File: src/rtl/adder_sched_pkg.sv
// Shared types and default parameters for the adder scheduler and its arbiter.
// Optional busy counter is enabled with ADDSCHED_BUSY_CNT_EN (see adder_sched_ctrl).
package adder_sched_pkg;

    localparam int DEF_N       = 4;
    localparam int DEF_W       = 4;
    localparam int DEF_ADD_LAT = 2;
    localparam int DEF_IDW     = 2;

    typedef enum logic [1:0] {
        IDLE = 2'd0,
        WAIT = 2'd1,
        RESP = 2'd2
    } state_e;

endpackage

File: src/rtl/adder_sched_ctrl_rr_arbiter.sv
// Combinational round-robin pick: first set request at or above ptr_i, wrapping
// around to index 0.
module rr_arbiter
    import adder_sched_pkg::*;
#(
    parameter int N   = DEF_N,
    parameter int IDW = DEF_IDW
) (
    input  logic [N-1:0]   req_i,
    input  logic [IDW-1:0] ptr_i,
    output logic [IDW-1:0] winner_o,
    output logic           any_o
);

    localparam int SW = (N > 1) ? $clog2(N) : 1;

    logic [SW-1:0] idx;
    logic          found;

    // NOTE: every signal written here gets a default first, so no path leaves a
    // value unassigned and no latch is inferred.
    always_comb begin
        winner_o = '0;
        found    = 1'b0;
        idx      = '0;
        for (int i = 0; i < N; i++) begin
            idx = SW'((int'(ptr_i) + i) % N);
            if (!found && req_i[idx]) begin
                winner_o = IDW'(idx);
                found    = 1'b1;
            end
        end
    end

    assign any_o = |req_i;

endmodule

File: src/rtl/adder_sched_ctrl.sv
// Round-robin scheduler in front of one external combinational adder.
// Define ADDSCHED_BUSY_CNT_EN to add the saturating busy_cnt output.
module adder_sched_ctrl
    import adder_sched_pkg::*;
#(
    parameter int N       = DEF_N,
    parameter int W       = DEF_W,
    parameter int ADD_LAT = DEF_ADD_LAT,
    parameter int IDW     = DEF_IDW
) (
    input  logic             clk,
    input  logic             rst_n,
    input  logic [N-1:0]     req,
    input  logic [N*W-1:0]   a_in,
    input  logic [N*W-1:0]   b_in,
    output logic [N-1:0]     gnt,
    output logic [W-1:0]    add_a,
    output logic [W-1:0]    add_b,
    input  logic [W:0]       add_sum,
    output logic             resp_valid,
    input  logic             resp_ready,
    output logic [IDW-1:0]   resp_id,
    output logic [W:0]       resp_sum
`ifdef ADDSCHED_BUSY_CNT_EN
    ,
    output logic [15:0]      busy_cnt
`endif
);

    localparam int CNT_W = (ADD_LAT > 1) ? $clog2(ADD_LAT) : 1;

    state_e           state_q, state_d;
    logic [IDW-1:0]   rr_ptr_q, rr_ptr_d;
    logic [CNT_W-1:0] cnt_q, cnt_d;
    logic [N-1:0]     gnt_q, gnt_d;
    logic [W-1:0]     add_a_q, add_a_d;
    logic [W-1:0]     add_b_q, add_b_d;
    logic             resp_valid_q, resp_valid_d;
    logic [IDW-1:0]   resp_id_q, resp_id_d;
    logic [W:0]       resp_sum_q, resp_sum_d;

    logic [IDW-1:0]   arb_win;
    logic             arb_any;

    rr_arbiter #(.N(N), .IDW(IDW)) u_arb (
        .req_i    (req),
        .ptr_i    (rr_ptr_q),
        .winner_o (arb_win),
        .any_o    (arb_any)
    );

    // NOTE: sequential state uses non-blocking assignments so every register
    // samples the pre-edge values of the others.
    always_ff @(posedge clk or negedge rst_n) begin
        if (!rst_n) state_q <= IDLE;
        else        state_q <= state_d;
    end

    always_comb begin
        state_d = state_q;
        case (state_q)
            IDLE:    if (arb_any) state_d = WAIT;
            WAIT:    if (cnt_q == '0) state_d = RESP;
            RESP:    if (resp_ready) state_d = IDLE;
            default: state_d = IDLE;
        endcase
    end

    always_comb begin
        rr_ptr_d     = rr_ptr_q;
        cnt_d        = cnt_q;
        gnt_d        = '0;
        add_a_d      = add_a_q;
        add_b_d      = add_b_q;
        resp_valid_d = resp_valid_q;
        resp_id_d    = resp_id_q;
        resp_sum_d   = resp_sum_q;
        case (state_q)
            IDLE: if (arb_any) begin
                gnt_d     = N'(1) << arb_win;
                add_a_d   = a_in[int'(arb_win)*W +: W];
                add_b_d   = b_in[int'(arb_win)*W +: W];
                resp_id_d = arb_win;
                cnt_d     = CNT_W'(ADD_LAT - 1);
            end
            WAIT: if (cnt_q == '0) begin
                resp_sum_d   = add_sum;
                resp_valid_d = 1'b1;
            end else begin
                cnt_d = cnt_q - CNT_W'(1);
            end
            RESP: if (resp_ready) begin
                resp_valid_d = 1'b0;
                // The winner just served drops to lowest priority.
                rr_ptr_d     = (resp_id_q == IDW'(N - 1)) ? '0 : resp_id_q + IDW'(1);
            end
            default: ;
        endcase
    end

    always_ff @(posedge clk or negedge rst_n) begin
        if (!rst_n) begin
            rr_ptr_q     <= '0;
            cnt_q        <= '0;
            gnt_q        <= '0;
            add_a_q      <= '0;
            add_b_q      <= '0;
            resp_valid_q <= 1'b0;
            resp_id_q    <= '0;
            resp_sum_q   <= '0;
        end else begin
            rr_ptr_q     <= rr_ptr_d;
            cnt_q        <= cnt_d;
            gnt_q        <= gnt_d;
            add_a_q      <= add_a_d;
            add_b_q      <= add_b_d;
            resp_valid_q <= resp_valid_d;
            resp_id_q    <= resp_id_d;
            resp_sum_q   <= resp_sum_d;
        end
    end

    assign gnt        = gnt_q;
    assign add_a      = add_a_q;
    assign add_b      = add_b_q;
    assign resp_valid = resp_valid_q;
    assign resp_id    = resp_id_q;
    assign resp_sum   = resp_sum_q;

`ifdef ADDSCHED_BUSY_CNT_EN
    logic [15:0] busy_q;

    always_ff @(posedge clk or negedge rst_n) begin
        if (!rst_n)                                  busy_q <= '0;
        else if (state_q != IDLE && busy_q != 16'hFFFF) busy_q <= busy_q + 16'd1;
    end

    assign busy_cnt = busy_q;
`else
    // Busy counter not built.
`endif

endmodule

File: config.mk
export PLATFORM = sky130hd
export DESIGN_NAME = adder_sched_ctrl
export DESIGN_NICKNAME = d
export VERILOG_FILES = /design/src/rtl/adder_sched_pkg.sv /design/src/rtl/adder_sched_ctrl_rr_arbiter.sv /design/src/rtl/adder_sched_ctrl.sv
export SDC_FILE = /design/constraint.sdc
export NUM_CORES = 1
export LEC_CHECK = 0
export ABC_CLOCK_PERIOD_IN_PS = 3710
export CORE_MARGIN = 1.5
export CORE_UTILIZATION = 50
export CTS_CLUSTER_SIZE = 25
export DETAILED_ROUTE_END_ITERATION = 12
export DONT_BUFFER_PORTS = 1
export GPL_ROUTABILITY_DRIVEN = 0
export GPL_TIMING_DRIVEN = 0
export PLACE_DENSITY = 0.67
export SLEW_MARGIN = 25
export SYNTH_ARGS = -nofsm -noshare
export SYNTH_HDL_FRONTEND = slang
export SYNTH_SLANG_ARGS = --single-unit
File: constraint.sdc
create_clock -name clk -period 3.71 [get_ports clk]
set_clock_uncertainty 0.2 [all_clocks]
set_input_delay 0.371 -clock clk [delete_from_list [all_inputs] [get_ports clk]]
set_output_delay 0.371 -clock clk [all_outputs]
set_load 0.01 [all_outputs]
==> impl_metrics.ini, run 1 <==
[timing]
finalSetupViolCount = 0
tightest_slew_ns = 0.703
period_share_pct = 62.2
final.setup.tns_ns = 0
rsz0062_at_grt = no
drv_slew = 0
slew_headroom_pct = 53.0
period_needed_ns = 2.31
hold_violations = 0
fmax_mhz = 433

[pwr]
swShare_pct = 41.4
clock_power_share_pct = 10.8
pwr-share-comb_pct = 42.8
p_leak_nw = 0.634
finalPower_mw = 1.16
power.density_mw_per_mm2 = 784
intPower_mw = 0.682
p_seq_share_pct = 46.5
worst_ir_drop_vdd_mv = 0.438
p_sw_mw = 0.482

[setup_path]
cp_max_fo = 10
start_kind = flip-flop
cp.arrival_ns = 2.33
r2r_cells = 6
path_class = reg -> reg
cp-end-kind = flip-flop
critical_path_required_ns = 3.73

[floorplanning]
fp.dieW_um = 54.7
coreArea_mm2 = 0.00250
start_util_pct = 53.6
chipHeight_um = 54.7
ioPinCount = 64
die_area_mm2 = 0.00300
num_rows = 18

[drt]
drt_iter0_drc = 17
dr.pass1.iters = 4
wl_per_cell_um = 17.9
wirelength_um = 3010
ant_nets = 0
viasPerCell = 6.21
dr_total_vias = 1044
drc = 0

[logic_synthesis]
synth_nets = 172
synth_top_family_by_area = compound AO/OA/AOI/OAI gates
yosysMostFrequentCell = dfrtp_1
ys_top_cells_by_count = 25 x dfrtp_1, 11 x a21oi_1, 10 x nor2_1
synthesis.area_mm2 = 0.00134
syn_inst = 127
yosys.area_share.simple_pct = 15.3
ys_top_cells_by_area = dfrtp_1 47%, mux2_4 6.7%, a221o_1 6.0%
ys_warn_count = 0
avgSynthCellArea_um2 = 10.5
synth.distinct_cells = 33
synth_xor_area_share_pct = 0
synth_edf_count = 0
seq_area_frac_synth_pct = 46.7
async_flop_share_pct = 100
synth_area_leader_cell = dfrtp_1
synthMuxAreaShare_pct = 13.5
yosys_most_used_dff = dfrtp_1
synth-seq-cells = 25
synthAdderAreaFrac_pct = 0.935
synth_top_area_share_pct = 46.7
synth_compound_area_share_pct = 20.0

[clock_network]
cts_tree = built
clkLatencyLatePin_ns = 0.33
cts_buffers = 3
cts_buffer_depth = 2
cts_sinks = 25
cts-root-buf = clkbuf_4
cts_resized = 0
clk_pin_slew_worst_paths_ns = 0.13
htreeDepth = 1

[finish]
area_growth_pct = 11.0
post-route-util_pct = 59.5
final_nets = 184
drive_above_1_share_pct = 18.1
antenna_cells = 0

[place]
portBuffers = 0
dp_hpwl_um = 2210

[global_routing]
antenna_found_initial = 0
grt-ovfl-total = 0
grt_max_degree = 26
grt_pass1_wl_um = 4590
first_global_vias = 997
grt_usage_pct = 21.9

[status]
status = completed

[min_path]
holdPathStages = 2
hold_class = in -> reg

[run]
cap_violations = 0
-- logic make-up (layout without fill, tap and decap cells) --
family / count (synthesis) / after routing
and+or+nand+nor: 39 / 39
AOI/OAI and AO/OA: 38 / 38
DFF: 25 / 25
muxes: 14 / 14
buffers and inverters: 10 / 21
adders and majority gates: 1 / 1
-- cells in the final DEF, fill, tap and decap left out, types with 2 or more instances in the layout --
cell           synthesis  layout
o21ai_1                2       2
dfrtp_1               25      25
nor2b_1                3       3
clkbuf_1               5       5
nand2_1                5       5
dlygate4sd3_1          0       6
nor3_1                 6       6
mux2_4                 6       6
clkbuf_4               0       3
nor2_1                10      10
inv_1                  2       2
mux2_1                 2       2
a221o_1                8       8
a21oi_1               11      11
mux2_2                 6       6
nand3_1                8       8
buf_2                  2       2
o21ai_0                9       9
-- repair_timing --
item / CTS / global route
buffers inserted: 0 / 0
hold buffers: 7 / 0
endpoints found under the hold margin: 30 / 0
-- path summary, 6_finish.rpt --
path | from | end | slack (ns)
worst min register to register | state_q[1] | state_q[0] | 0.38
worst max-delay path | rr_ptr_q[1] | add_b[1] | 1.40
max in group asynchronous | rst_n | state_q[1] | 2.90
min in group asynchronous | rst_n | resp_valid | 0.26
worst max register to register | rr_ptr_q[1] | add_b[1] | 1.40
worst min-delay path | resp_ready | rr_ptr_q[0] | 0.07
-- metrics by stage --
| step | hold slack (ns) | std cells | instance area (um^2) | setup WS [ns] |
|---|---|---|---|---|
| floorplan | -0.125 | 127 | 1340 | 1.59 |
| global placement | -0.124 | 157 | 1380 | 1.28 |
| detailed placement | -0.124 | 157 | 1380 | 1.27 |
| CTS | 0.0538 | 168 | 1490 | 1.38 |
| global route | 0.0546 | 168 | 1490 | 1.27 |
| finish | 0.0655 | 168 | 1490 | 1.40 |
-- state kept, by name, indices dropped and copies added (netlist names) --
name,count
cnt_q,1
resp_id,2
gnt,4
state_q,2
add_b,4
rr_ptr_q,2
resp_sum,5
resp_valid,1
add_a,4
-- critical path, cell delays in order (launching register included) --
cell and delay, ns:
dfrtp_1 0.48, o21ai_1 0.15, a211oi_2 0.49, nor2_2 0.10, buf_6 0.18, mux2_4 0.29
a221o_1 0.32
-- per-layer routing --
layer | share of wire, % | routed length, um | up-vias | track usage [%]
li1 | - | - | 495 | -
met3 | 8.1 | 244 | 4 | 5.19
met5 | 0 | 0 | - | 0
met4 | 0.90 | 27 | 0 | 9.17
met1 | 40 | 1210 | 496 | 26.0
met2 | 51 | 1530 | 49 | 37.5
-- area by class of cell --
class,instances,area (um^2)
clock buffer,3,22.5
timing repair buffer,7,80.1
fill,215,1010
clock inverter,1,7.51
multi-input combinational,92,666
inverter,2,7.51
tap,30,37.5
sequential,25,626
buffer,8,40.0
-- power groups by stage --
stage / logic (mW) / registers (mW) / clock network (mW)
3_5_place_dp: 0.493 / 0.550 / 0
3_3_place_gp: 0.469 / 0.546 / 0
6_report: 0.498 / 0.541 / 0.125
5_1_grt: 0.553 / 0.565 / 0.143
4_1_cts: 0.505 / 0.545 / 0.130
2_1_floorplan: 0.410 / 0.520 / 0
(Power assumes the default switching activity.)
==> run 2, diff against run 1 <==
Settings changed: ABC_CLOCK_PERIOD_IN_PS 3710 to 2100, PLACE_DENSITY 0.67 to 0.7.
Clock period 3.71 ns to 2.1 ns, I/O delays scaled along.
==> run 2 against run 1 <==
Cell area grew 17%. Fmax grew 15%. Via count grew 10%. Critical path depth unchanged. Hold slack got worse by 0.055 ns. Largest power group unchanged. Die area did not move. Critical path type unchanged. Worst setup slack worse by 1.3 ns. Combinational power grew 95%. Sequential share of layout area down 6.0 points.
==> impl_metrics.ini, run 2 (synthesis results as in run 1) <==
[status]
status = completed

[drt]
dr_total_vias = 1153
wl_per_cell_um = 17.2
ant_nets = 0
drc = 0
wirelength_um = 3280
viasPerCell = 6.04
drt_iter0_drc = 12
dr.pass1.iters = 4

[global_routing]
first_global_vias = 1058
grt_max_degree = 26
grt_usage_pct = 23.9
antenna_found_initial = 0
grt_pass1_wl_um = 4920
grt-ovfl-total = 0

[finish]
final_nets = 207
final_common_cell = dlygate4sd3_1
largest_reg_flops = 5
drive_above_1_share_pct = 20.5
design_area_mm2 = 0.00174
layout_common_cells = 26 x dlygate4sd3_1, 24 x dfrtp_1, 11 x a21oi_1
antenna_cells = 0
fillers = 197
area_growth_pct = 29.8

[timing]
tightest_slew_ns = 0.532
period_share_pct = 95.5
final.setup.tns_ns = 0
drv_slew = 0
fmax_mhz = 499
slew_headroom_pct = 64.4
fin_ws_ns = 0.0942
finalSetupViolCount = 0
whs_ns = 0.0107
period_needed_ns = 2.01
hold_violations = 0

[floorplanning]
chipHeight_um = 54.7
fp.dieW_um = 54.7
num_rows = 18
ioPinCount = 64
coreArea_mm2 = 0.00250
die_area_mm2 = 0.00300
start_util_pct = 53.6

[clock_network]
clkLatencyLatePin_ns = 0.31
cts_buffers = 3
cts_buffer_depth = 2
cts_sinks = 25
htreeDepth = 1
cts-root-buf = clkbuf_4
cts_tree = built
clk_pin_slew_worst_paths_ns = 0.13

[min_path]
hold_class = in -> reg
min-delay-start = b_in[13]

[setup_path]
cp_max_fo = 10
crit_slowest_cell = dfrtp_1
cp-end-kind = flip-flop
crit_start = rr_ptr_q[0]
cp.arrival_ns = 2.01
critPathBufInv = 1
critical_path_required_ns = 2.10
path_delay_family = flip-flops
critPathMaxStageDelay_ns = 0.47
r2r_start = rr_ptr_q[0]
start_kind = flip-flop
path_class = reg -> reg
crit_chain = nor2b_4 -> nor4_4 -> nor2_2 -> buf_6 -> mux2_4 -> a221o_1

[pwr]
power.density_mw_per_mm2 = 1240
finalPower_mw = 2.15
p_sw_mw = 0.882
p_leak_nw = 0.747
intPower_mw = 1.27
swShare_pct = 41.0
worst_ir_drop_vdd_mv = 0.742
pwr-share-comb_pct = 45.1
clock_power_share_pct = 9.6
p_seq_share_pct = 45.3

[place]
portBuffers = 0
pre_cts_ws_ns = -0.186
post_dp_cell_area_mm2 = 0.00138
dp_hpwl_um = 2150

[run]
cap_violations = 0
-- run 2: changes by cell type in the layout (fill, tap and decap cells not counted), moves of 2 or more --
cell and delta:
dlygate4sd3_1 +20, buf_4 +4, nor2b_1 -2, nor2b_4 +2
-- run 2: final cells by class --
| class | count | area [um^2] | area share, % |
|---|---|---|---|
| inverters | 2 | 7.51 | 0.432 |
| multi-input cells | 92 | 708 | 40.7 |
| clock buffers | 4 | 26.3 | 1.51 |
| repair buffers | 31 | 295 | 17.0 |
| flip-flops and latches | 25 | 627 | 36.1 |
| well taps | 30 | 37.5 | 2.16 |
| plain buffers | 7 | 36.3 | 2.09 |
-- run 2: tightest hold or removal path: cells and delay by family --
| kind | cells | cell delay (ns) |
|---|---|---|
| compound gates | 3 | 0.28 |
-- run 2: worst paths after layout --
path / slack [ns] / end / cells past startpoint
hold / removal: 0.01 / add_b[1] / 3
max in group asynchronous: 1.13 / rr_ptr_q[1] / 2
setup reg to reg: 0.09 / add_b[0] / 6
setup / recovery: 0.09 / add_b[0] / 6
hold reg to reg: 0.38 / state_q[0] / 1
min in group asynchronous: 0.20 / resp_valid / 2
-- run 2: metal layers --
layer	wire [um]	vias to the layer above	share of wire, %	track usage, %
li1	-	539	-	-
met1	1260	555	38	29.3
met2	1740	57	53	40.7
met3	260	2	7.9	5.46
met4	23	0	0.70	8.75
met5	0	-	0	0
-- run 2: stage by stage --
stage	utilization (%)	cells
2_1_floorplan	-	127
3_3_place_gp	55.1	157
3_5_place_dp	55.1	157
4_1_cts	67.3	188
5_1_grt	69.5	191
6_report	69.5	191
-- run 2: what timing repair did --
item | CTS | global route
hold buffers | 25 | 2
endpoints found under the hold margin | 41 | 26
setup buffers | 2 | 2
resized for setup | 4 | 5
pin swaps | 2 | 1
setup endpoints to repair | 8 | 8
-- run 2: power by group through the flow --
stage	logic (mW)	clock network [mW]	registers (mW)
floorplan	0.724	0	0.919
global placement	0.825	0	0.966
detailed placement	0.864	0	0.970
CTS	0.932	0.218	0.968
global route	1.08	0.236	1.01
finish	0.970	0.208	0.975
